$ cat src/rtl/arb_pkg.sv
// Shared types and sizing for the eight-client request arbiter.
package arb_pkg;

  localparam int ARB_N   = 8;
  localparam int ARB_IDW = 3;
  localparam int HOLD_W  = 8;

  typedef enum logic {
    ARB_IDLE  = 1'b0,
    ARB_GRANT = 1'b1
  } arb_state_e;

  function automatic logic [ARB_N-1:0] arb_onehot(input logic [ARB_IDW-1:0] idx);
    return ARB_N'(1) << idx;
  endfunction

endpackage

$ cat src/rtl/arb_rot_pick.sv
// Rotating priority pick: the bit just below i_ptr has top priority, i_ptr itself the lowest.
module arb_rot_pick
  import arb_pkg::*;
(
  input  logic [ARB_N-1:0]   i_vec,
  input  logic [ARB_IDW-1:0] i_ptr,
  output logic [ARB_IDW-1:0] o_idx,
  output logic               o_any
);

  logic [ARB_N-1:0]   w_rot;
  logic [ARB_IDW-1:0] w_hi;
  logic [ARB_IDW-1:0] w_src;

  always_comb begin
    w_rot = '0;
    w_hi  = '0;
    w_src = '0;
    // Rotated bit k maps to original bit (k + ptr) mod 8, so rotated bit 7 is ptr-1.
    for (int k = 0; k < ARB_N; k++) begin
      w_src    = ARB_IDW'(k) + i_ptr;
      w_rot[k] = i_vec[w_src];
    end
    for (int k = 0; k < ARB_N; k++) begin
      if (w_rot[k]) w_hi = ARB_IDW'(k);
    end
    o_idx = w_hi + i_ptr;
    o_any = |i_vec;
  end

endmodule

$ cat src/rtl/req_arbiter8.sv
// Eight-client arbiter with fixed or round-robin priority, registered one-hot grant and hold timeout.
module req_arbiter8
  import arb_pkg::*;
#(
  parameter int RR       = 1,
  parameter int MAX_HOLD = 16
) (
  input  logic               clk,
  input  logic               rst_n,
  input  logic               en,
  input  logic [ARB_N-1:0]   req,
  output logic [ARB_N-1:0]   gnt,
  output logic [ARB_IDW-1:0] gnt_id,
  output logic               gnt_valid,
  output logic               timeout,
  output arb_state_e         o_dbg_state
);

  // Handshake: a client raises req[i] and keeps it high for the whole transaction;
  // gnt[i] appears one edge later and stays until req[i] is sampled low or the hold
  // limit is hit. Every grant is followed by at least one idle cycle.

  localparam logic [HOLD_W-1:0] HOLD_LIMIT = HOLD_W'(MAX_HOLD);
  localparam bit                HOLD_EN    = (MAX_HOLD != 0);

  arb_state_e         r_state;
  logic [ARB_N-1:0]   r_gnt;
  logic [ARB_N-1:0]   r_block;
  logic [ARB_IDW-1:0] r_id;
  logic [ARB_IDW-1:0] r_ptr;
  logic [HOLD_W-1:0]  r_cnt;
  logic               r_valid;
  logic               r_timeout;

  logic [ARB_N-1:0]   w_elig;
  logic [ARB_IDW-1:0] w_pick_ptr;
  logic [ARB_IDW-1:0] w_win;
  logic               w_any;
  logic               w_req_held;
  logic               w_hold_expired;

  assign w_elig         = req & ~r_block;
  assign w_pick_ptr     = (RR != 0) ? r_ptr : '0;
  assign w_req_held     = req[r_id];
  assign w_hold_expired = HOLD_EN && (r_cnt >= HOLD_LIMIT);

  arb_rot_pick u_pick (
    .i_vec (w_elig),
    .i_ptr (w_pick_ptr),
    .o_idx (w_win),
    .o_any (w_any)
  );

  always_ff @(posedge clk or negedge rst_n) begin
    if (!rst_n) begin
      r_state   <= ARB_IDLE;
      r_gnt     <= '0;
      r_block   <= '0;
      r_id      <= '0;
      r_ptr     <= '0;
      r_cnt     <= '0;
      r_valid   <= 1'b0;
      r_timeout <= 1'b0;
    end else begin
      r_timeout <= 1'b0;
      r_block   <= r_block & req;
      case (r_state)
        ARB_IDLE: begin
          if (en && w_any) begin
            r_state <= ARB_GRANT;
            r_gnt   <= arb_onehot(w_win);
            r_id    <= w_win;
            r_valid <= 1'b1;
            r_cnt   <= HOLD_W'(1);
            r_ptr   <= w_win;
          end
        end
        ARB_GRANT: begin
          // Release wins over timeout when both land on the same edge.
          if (!w_req_held) begin
            r_state <= ARB_IDLE;
            r_gnt   <= '0;
            r_id    <= '0;
            r_valid <= 1'b0;
            r_cnt   <= '0;
          end else if (w_hold_expired) begin
            r_state   <= ARB_IDLE;
            r_gnt     <= '0;
            r_id      <= '0;
            r_valid   <= 1'b0;
            r_cnt     <= '0;
            r_timeout <= 1'b1;
            r_block   <= (r_block & req) | r_gnt;
          end else if (r_cnt != '1) begin
            r_cnt <= r_cnt + HOLD_W'(1);
          end
        end
        default: r_state <= ARB_IDLE;
      endcase
    end
  end

  assign gnt         = r_gnt;
  assign gnt_id      = r_id;
  assign gnt_valid   = r_valid;
  assign timeout     = r_timeout;
  assign o_dbg_state = r_state;

endmodule

$ cat config.mk
export PLATFORM = sky130hd
export DESIGN_NAME = req_arbiter8
export DESIGN_NICKNAME = d
export VERILOG_FILES = /design/src/rtl/arb_pkg.sv /design/src/rtl/arb_rot_pick.sv /design/src/rtl/req_arbiter8.sv
export SDC_FILE = /design/constraint.sdc
export NUM_CORES = 1
export LEC_CHECK = 0
export ABC_CLOCK_PERIOD_IN_PS = 3200
export BUFFER_PORTS_ARGS = -buffer_cell sky130_fd_sc_hd__buf_4
export CAP_MARGIN = 25
export CORE_MARGIN = 3
export CORE_UTILIZATION = 50
export CTS_CLUSTER_SIZE = 10
export DETAILED_ROUTE_END_ITERATION = 16
export PLACE_DENSITY = 0.85
export REMOVE_ABC_BUFFERS = 1
export SETUP_SLACK_MARGIN = 0.15
export SLEW_MARGIN = 30
export SYNTH_ARGS = -nofsm -noshare
export SYNTH_HDL_FRONTEND = slang
export SYNTH_SLANG_ARGS = --single-unit
$ cat constraint.sdc
create_clock -name clk -period 3.2 [get_ports clk]
set_input_delay 0.48 -clock clk [delete_from_list [all_inputs] [get_ports clk]]
set_output_delay 0.48 -clock clk [all_outputs]
set_load 0.1 [all_outputs]
# Word-level counts from Yosys, hierarchy flattened
# Index checks and enable logic that the tools add are counted.
[totals] regBits=33
[op_classes] n_reduce_logical=5 n_shift=1 magnitude_cmp=9 n_addsub=9 mux=50 n_bitwise=5 n_eq_ne=4
[op_table] op="$mux W8" count=10
[op_table] op="$lt A3 B4 Y1 const B" count=8
[op_table] op="$pmux W8 S2" count=2
[op_table] op="$bmux W1 S3" count=8
[op_table] op="$mux W3" count=7
[op_table] op="$mux W1" count=18
[op_table] op="$and A8 B8 Y8" count=2
[op_table] op="$add A3 B3 Y3 const A" count=4
[op_table] op="$add A8 B1 Y8 const B" count=1
[op_table] op="$ge A8 B5 Y1 const B" count=1
[op_table] op="$ne A8 B8 Y1 const B" count=1
[op_table] op="$not A8 Y8" count=1
[op_table] op="$or A8 B8 Y8" count=1
[op_table] op="$reduce_or A8 Y1" count=1
[op_table] op="$shl A1 B3 Y8 const A" count=1
[op_table] op="$add A2 B3 Y3 const A" count=2
[op_table] op="$pmux W3 S2" count=1
[op_table] op="$reduce_and A2 Y1" count=3
[op_table] op="$mux W2" count=2
[op_table] op="$ne A4 B2 Y1 const B" count=1
[op_table] op="$pmux W1 S2" count=2
[op_table] op="$add A1 B3 Y3 const A" count=1
[op_table] op="$add A3 B3 Y3" count=1
[op_table] op="$ne A3 B2 Y1 const B" count=1
[op_table] op="other kinds (3)" count=3

# Logic depth before layout (Yosys ltp)
# Gate-level depths: netlist of the first run.
[logic_depth] ltp_word=15 depth_mapped=14 mapped_depth_nobuf=13

# Cells and area by module
# A second synthesis of the first run with hierarchy kept.
[unflattened] cells_unflattened=183 hier_area_um2=2153.3
[by_module_without_submodules] mod="req_arbiter8" cells_each=128 instances=1 area_each_um2=1506.4 seq_area_each_um2=825.8
[by_module_without_submodules] mod="arb_rot_pick" cells_each=55 instances=1 area_each_um2=646.9 seq_area_each_um2=0.0

# Worst setup path after synthesis of the first run
# Ideal clock, no wire load.
[synth_path] path_kind="register to register" from="register r_ptr[0]" to="register r_gnt[2] (netlist: gnt[2])" slack_ns=-0.087 path_stages_with_launch=14 t_arrival_ns=3.164 setup_time_ns=0.123 t_required_ns=3.077 period_less_slack_ns=3.287 path_cell_list="dfrtp_1 buf_6 clkinv_2 ha_1 mux4_2 o31ai_1 a21boi_0 o21ai_0 ha_1 inv_1 fa_1 xnor2_1 xnor2_4 a32o_1"
[synth_between] elab_chain_cells=14
[synth_lines] item="start: declaration" line_no="req_arbiter8.sv:30" source="logic [ARB_IDW-1:0] r_ptr;"
[synth_lines] item="start signal: assignment" line_no="req_arbiter8.sv:75" source="r_ptr <= w_win;"
[synth_lines] item="$add A1 B3 Y3" line_no="arb_rot_pick.sv:21" source="w_src = ARB_IDW'(k) + i_ptr;"
[synth_lines] item="$bmux W1 S3" line_no="arb_rot_pick.sv:22" source="w_rot[k] = i_vec[w_src];"
[synth_lines] item="$mux W1 (implied by the code)" line_no="arb_rot_pick.sv:22"
[synth_lines] item="$mux W1" line_no="arb_rot_pick.sv:25" source="if (w_rot[k]) w_hi = ARB_IDW'(k);"
[synth_lines] item="$mux W2 (2 in a row)" line_no="arb_rot_pick.sv:25"
[synth_lines] item="$mux W3 (4 in a row)" line_no="arb_rot_pick.sv:25"
[synth_lines] item="$add A3 B3 Y3 *" line_no="arb_rot_pick.sv:27" source="o_idx = w_hi + i_ptr;"
[synth_lines] item="$shl A1 B3 Y8 *" line_no="arb_pkg.sv:14" source="return ARB_N'(1) << idx;"
[synth_lines] item="$mux W8 *" line_no="req_arbiter8.sv:69" source="if (en && w_any) begin"
[synth_lines] item="$pmux W8 S2 *" line_no="req_arbiter8.sv:67" source="case (r_state)"
[synth_lines] item="end signal: assignment" line_no="req_arbiter8.sv:71" source="r_gnt <= arb_onehot(w_win);"
[synth_lines] item="end: declaration" line_no="req_arbiter8.sv:27" source="logic [ARB_N-1:0] r_gnt;"
# Mark *: on every way between the ends. The rest lies on a longest branch, timed or not. The select of a mux whose other input is x is not followed.
# A chain may end at the register's enable or synchronous reset.

# Worst setup path in the final report of the first run
# Same ends and word-level chain as after synthesis.

==> results of run 1 <==
-- repair_timing --
action,in CTS,in global routing
gates resized for setup,13,3
cloned,1,0
pin swaps,4,5
setup endpoints to repair,9,11
setup buffers,2,2
-- worst max-delay path by stage --
| stage | startpoint | end | depth (start not counted) |
|---|---|---|---|
| after CTS | r_ptr[0] | gnt[3] | 12 |
| after global routing | r_ptr[0] | gnt[2] | 14 |
| after global placement | req[7] | gnt[3] | 13 |
| after floorplan | r_ptr[0] | gnt[2] | 12 |
| after detailed placement | req[7] | gnt[3] | 13 |
| final | r_ptr[0] | gnt[2] | 14 |
-- state kept, by name (all words and copies together) (netlist names) --
signal / count
gnt_valid: 1
r_block: 8
gnt_id: 3
r_ptr: 3
gnt: 8
r_cnt: 8
timeout: 1
o_dbg_state: 1
-- cell usage after synthesis, drive strengths merged, types with 3 or more instances --
cell type  count
a22o          11
and2           4
dfrtp         33
ha             5
inv            8
mux2i          8
mux4           9
nand2         17
nand2b         8
nand4          3
nor2           6
nor2b          9
o21ai          9
o41ai          3
xnor2          4
-- cells by family after synthesis --
logic type      after synthesis  share of synthesized area, %
simple gates                 55                         15.44
compound gates               36                         15.05
flops                        33                         42.28
mux                          19                         16.66
buf+inv                      13                         3.139
fa+ha+maj                     6                         4.228
xor+xnor                      5                         3.204
-- area by class of cell --
type	instances	area [um^2]	area share [%]
clock buffer	6	82.58	3.224
clock inverter	1	7.507	0.2931
inverter	9	35.03	1.368
multi-input combinational	122	1159	45.24
sequential	33	825.8	32.24
tap	48	60.06	2.345
timing repair buffer	50	391.6	15.29
-- cells in the final DEF, fill, tap and decap left out, drive strengths merged, types with 2 or more instances in the layout --
master	netlist	layout
nand2	17	17
a32o	2	2
buf	2	50
o31ai	2	2
mux4	9	9
and3	2	2
mux2i	8	8
dfrtp	33	33
nand3	2	2
mux2	2	2
a21o	2	2
nor2	6	6
o21ai	9	9
and2	4	4
inv	8	8
clkbuf	2	6
nor2b	9	9
a21oi	2	2
a22o	11	11
ha	5	5
xnor2	4	5
o41ai	3	3
nand4	3	3
nand2b	8	8
-- critical path, stage by stage (launching register included) --
cell,delay [ps]
dfrtp_1,390
clkinv_2,110
buf_6,150
mux2i_2,170
mux4_2,510
o31ai_2,80
a21boi_1,100
o21ai_1,140
ha_2,180
inv_1,50
fa_2,390
xnor2_4,170
buf_12,140
xnor2_4,140
a32o_1,270
-- through the flow --
step,setup slack (ps),setup TNS [ps]
2_1_floorplan,-161.8,-837.1
3_3_place_gp,-76.26,-191.3
3_5_place_dp,-168.3,-943.7
4_1_cts,102.2,0
5_1_grt,-53.03,-191.1
6_report,104.4,0
-- layer usage --
layer / global-route usage, % / vias to the layer above / wire length (um)
li1: - / 722 / -
met1: 30.15 / 749 / 1948
met2: 37.43 / 31 / 2395
met3: 3.566 / 3 / 178
met4: 5.459 / 0 / 19
met5: 0 / - / 0
==> summary.txt, run 1 <==
Critical path
  • Critical path class: flop to flop
  • FF-to-FF End: gnt[2]
  • Critical path required time: 3370 ps
  • CP Launch Type: flop
  • CP arrival: 3270 ps
  • Crit Path Max Fanout: 5
  • R2r startpoint: r_ptr[0]
  • Worst Setup End Kind: flop
  • FF-to-FF setup slack: 100 ps
  • Reg2reg path depth: 14

GRT
  • First-pass GRT wire length: 7527 um
  • GRT Overall Usage: 22.26%
  • Grt total ovfl: 0
  • Initial antenna violation count: 0
  • Vias in the first global route: 1528
  • Largest net degree at the start of global routing: 34

Route
  • DR pass1 iterations: 4
  • DRT Wirelength: 4541 um
  • # DRC: 0
  • Post-route ant nets: 0
  • Vias: 1505
  • WL/cell: 16.88 um
  • Vias/cell: 5.595
  • First DRT Iteration DRCs: 35

Yosys
  • Post-synthesis sequential area ratio: 42.28%
  • Yosys top cell area share: 42.28%
  • Avg Cell Area, Syn: 11.70 um^2
  • Synthesized flop and latch total: 33
  • Main synth FF type: dfrtp_1
  • Ys async rst share: 100.0%
  • Largest cells by area after synthesis: dfrtp_1 42%, mux4_2 8.1%, a22o_1 4.9%, mux2i_1 3.6%, nand2_1 3.3%
  • Mapped Cells: 167
  • Distinct cells, synth: 42
  • Post-Syn Area: 1953 um^2
  • EDFF count, synth: 0
  • YS warnings: 0
  • Cell taking the most area after synthesis: dfrtp_1

Place
  • Dpl cell area: 2332 um^2
  • Placed cell count: 257
  • Port Buffers: 24
  • Placer Congestion: 0.8277
  • DP HPWL: 3499 um

Final layout
  • Diode count: 0
  • Area Overhead vs Synth: 31.13%
  • Number of fill cells: 267
  • Nets: 238
  • Util after Layout: 68.92%
  • Non-Filler Instances: 269
  • Fin area: 2561 um^2
  • Share of layout cells above drive strength 1: 38.91%

Clock network
  • CTS Sinks: 33
  • H-tree depth: 2
  • Clock insertion delay at the later pin of the skew report: 290 ps
  • CTS tree: built
  • Clock buffer depth: 2
  • Num CTS Buffers: 5
  • Root Buffer: clkbuf_8
  • CTS Hold Buffers Added: 0
  • Clock-pin slew on the worst setup and hold paths: 70 ps

STA
  • Slew Limit Fails: 0
  • # setup viols final: 0
  • Final worst path period share: 96.74%
  • Fin. Hold Viols: 0
  • Worst clock skew: 5.952 ps
  • RSZ-0062 raised after global routing: true
  • Fin crit period: 3096 ps
  • Slew headroom: 56.38%
  • Hold WS: 119.9 ps
  • Top achievable clock speed: 323.0 MHz
  • Worst-margin pin slew: 651.9 ps

Floorplan
  • Die Area: 4692 um^2
  • Rows: 22
  • I/O pins: 25
  • Chip width: 68.50 um
  • Die Y: 68.50 um
  • Core outline area: 3716 um^2
  • Initial Utilization: 52.56%

Flow run
  • Max_cap viols: 0

Min path
  • Tightest Hold Check Type: input pin to asynchronous set/reset pin

Status
  • Status: completed
Power of run 1 is not shown: default switching activity piles up to over one toggle a cycle in this logic, so the estimate is an artifact.
==> run 2: changes to the inputs <==
ABC_CLOCK_PERIOD_IN_PS = 2910   (was 3200)
CTS_CLUSTER_DIAMETER = 60   (was default)
PLACE_DENSITY = 0.82   (was 0.85)
RECOVER_POWER = 100   (was default)
clock period = 2.91 ns   (was 3.2 ns; I/O delays follow)
==> run 2 against run 1 <==
Against the previous run: the flow now finishes with violations (max-capacitance violations, max-slew violations, negative setup slack); register-to-register slack got worse by 320 ps; fmax fell by 1.0%; die area did not move; clock skew fell by 1.1 ps; sequential share of layout area fell by 1.5 points; critical path type unchanged; final area rose by 4.9%.
==> summary.txt, run 2 (synthesis results as in run 1) <==
Status
  • Status: complete, but fails checks
  • Failing checks: max-capacitance violations, max-slew violations, negative setup slack

Final layout
  • Nets: 255
  • Commonest cells after routing, fill and taps aside: 46 x buf_4, 33 x dfrtp_1, 17 x nand2_1
  • Fin area: 2688 um^2
  • Diode count: 0
  • Area Overhead vs Synth: 37.60%
  • Number of fill cells: 258
  • Most common cell after layout, fill and taps aside: buf_4
  • Share of layout cells above drive strength 1: 39.33%

Place
  • DP HPWL: 3843 um
  • Dpl cell area: 2437 um^2
  • Port Buffers: 24
  • Placer Congestion: 0.9224

STA
  • Fin. Hold Viols: 0
  • Setup ws final: -217.7 ps
  • Fin crit period: 3128 ps
  • Slew Limit Fails: 34
  • Worst-margin pin slew: 1726 ps
  • RSZ-0062 raised after global routing: true
  • Slew headroom: -15.08%
  • Worst clock skew: 4.837 ps
  • # setup viols final: 12
  • Final worst path period share: 107.5%
  • Top achievable clock speed: 319.7 MHz

Min path
  • Hold Startpoint: req[6]
  • Tightest Hold Check Type: input pin to flop
  • Hold EP: r_block[6]
  • Hold Crit Depth: 3

Flow run
  • Max_cap viols: 1

Critical path
  • CP Launch Type: flop
  • FF-to-FF setup slack: -220 ps
  • R2r startpoint: r_ptr[0]
  • Critical path's slowest cell: mux4_2
  • Critical path required time: 3100 ps
  • Reg2reg path depth: 14
  • CP arrival: 3310 ps
  • Critical path class: flop to flop
  • FF-to-FF End: gnt[0]
  • Crit Path Max Fanout: 5
  • Max incr delay on CP: 500 ps
  • CP dominant cell by count: xnor2_4
  • Cell Chain, Critical Path: clkinv_2 -> buf_6 -> mux2i_4 -> mux4_2 -> o31ai_2 -> a21boi_1 -> o21ai_1 -> ha_2 -> inv_2 -> fa_2 -> xnor2_4 -> buf_12 -> xnor2_4 -> a22o_1
  • Buffer and inverter count on the worst path: 4
  • Worst Setup End Kind: flop
  • Top Family by Delay on Critical Path: multiplexers

Route
  • DR pass1 iterations: 4
  • Met3 wire length: 383 um
  • Vias: 1722
  • First DRT Iteration DRCs: 131
  • Met2 WL: 3008 um
  • DRT Wirelength: 5740 um
  • Met1 wire length: 2159 um
  • Highest metal used: met4
  • # DRC: 0
  • WL/cell: 20.00 um
  • Post-route ant nets: 0
  • Vias/cell: 6.000

Clock network
  • CTS tree: built
  • H-tree depth: 2
  • Clock buffer depth: 2
  • Clock-pin slew on the worst setup and hold paths: 70 ps
  • CTS Sinks: 33
  • Root Buffer: clkbuf_8
  • Num CTS Buffers: 5
  • Clock insertion delay at the later pin of the skew report: 290 ps
  • CTS Hold Buffers Added: 0

Floorplan
  • Chip width: 68.50 um
  • I/O pins: 25
  • Core outline area: 3716 um^2
  • Die Area: 4692 um^2
  • Die Y: 68.50 um
  • Initial Utilization: 52.56%
  • Rows: 22

GRT
  • GRT Overall Usage: 26.42%
  • Grt total ovfl: 0
  • Vias in the first global route: 1713
  • Initial antenna violation count: 0
  • Largest net degree at the start of global routing: 34
  • First-pass GRT wire length: 8776 um
## run 2: final cells by class
cell class              instances  area, um^2  share of cell area [%]
clock buffers                   7       86.33                   3.212
clock inverters                 1       30.03                   1.117
flip-flops and latches         33       825.8                   30.73
repair buffers                 67       470.5                   17.50
inverters                       9       35.03                   1.304
multi-input cells             122        1180                   43.90
well taps                      48       60.06                   2.235
## run 2: layer usage
metal  vias to the layer above  global-route usage (%)
li1                        760                       -
met2                        74                   43.50
met4                         0                   10.17
met3                        23                   6.483
met5                         -                       0
met1                       865                   33.48
## run 2: tightest hold or removal path, cell delays in order
cell and delay [ps]:
buf_4 80, buf_4 100, a22o_1 120
## run 2: worst max path at each step
stage,from,to,depth (start not counted)
6_report,r_ptr[0],gnt[0],14
5_1_grt,r_ptr[0],gnt_id[2],14
4_1_cts,r_ptr[1],gnt[5],12
3_5_place_dp,req[7],gnt[2],13
3_3_place_gp,req[7],gnt[3],13
2_1_floorplan,r_ptr[0],gnt[2],12
## run 2: stage by stage
stage	utilization (%)	setup slack [ps]	hold slack, ps	std cells	setup TNS, ps
3_5_place_dp	65.59	-500.3	397.5	271	-4118
4_1_cts	72.19	-209.4	78.13	283	-1790
2_1_floorplan	-	-451.8	140.9	163	-3724
3_3_place_gp	65.59	-333.8	388.0	271	-2525
5_1_grt	72.32	-352.4	487.3	287	-3586
6_report	72.32	-217.7	478.3	287	-1983
## run 2: what timing repair did
item / in CTS / in global routing
setup buffers: 3 / 4
hold endpoints to repair: 0 / 0
setup endpoints to repair: 12 / 12
gates resized for setup: 14 / 13
cloned: 1 / 0
pin swaps: 10 / 6
Power of run 2 is left out for the same reason.
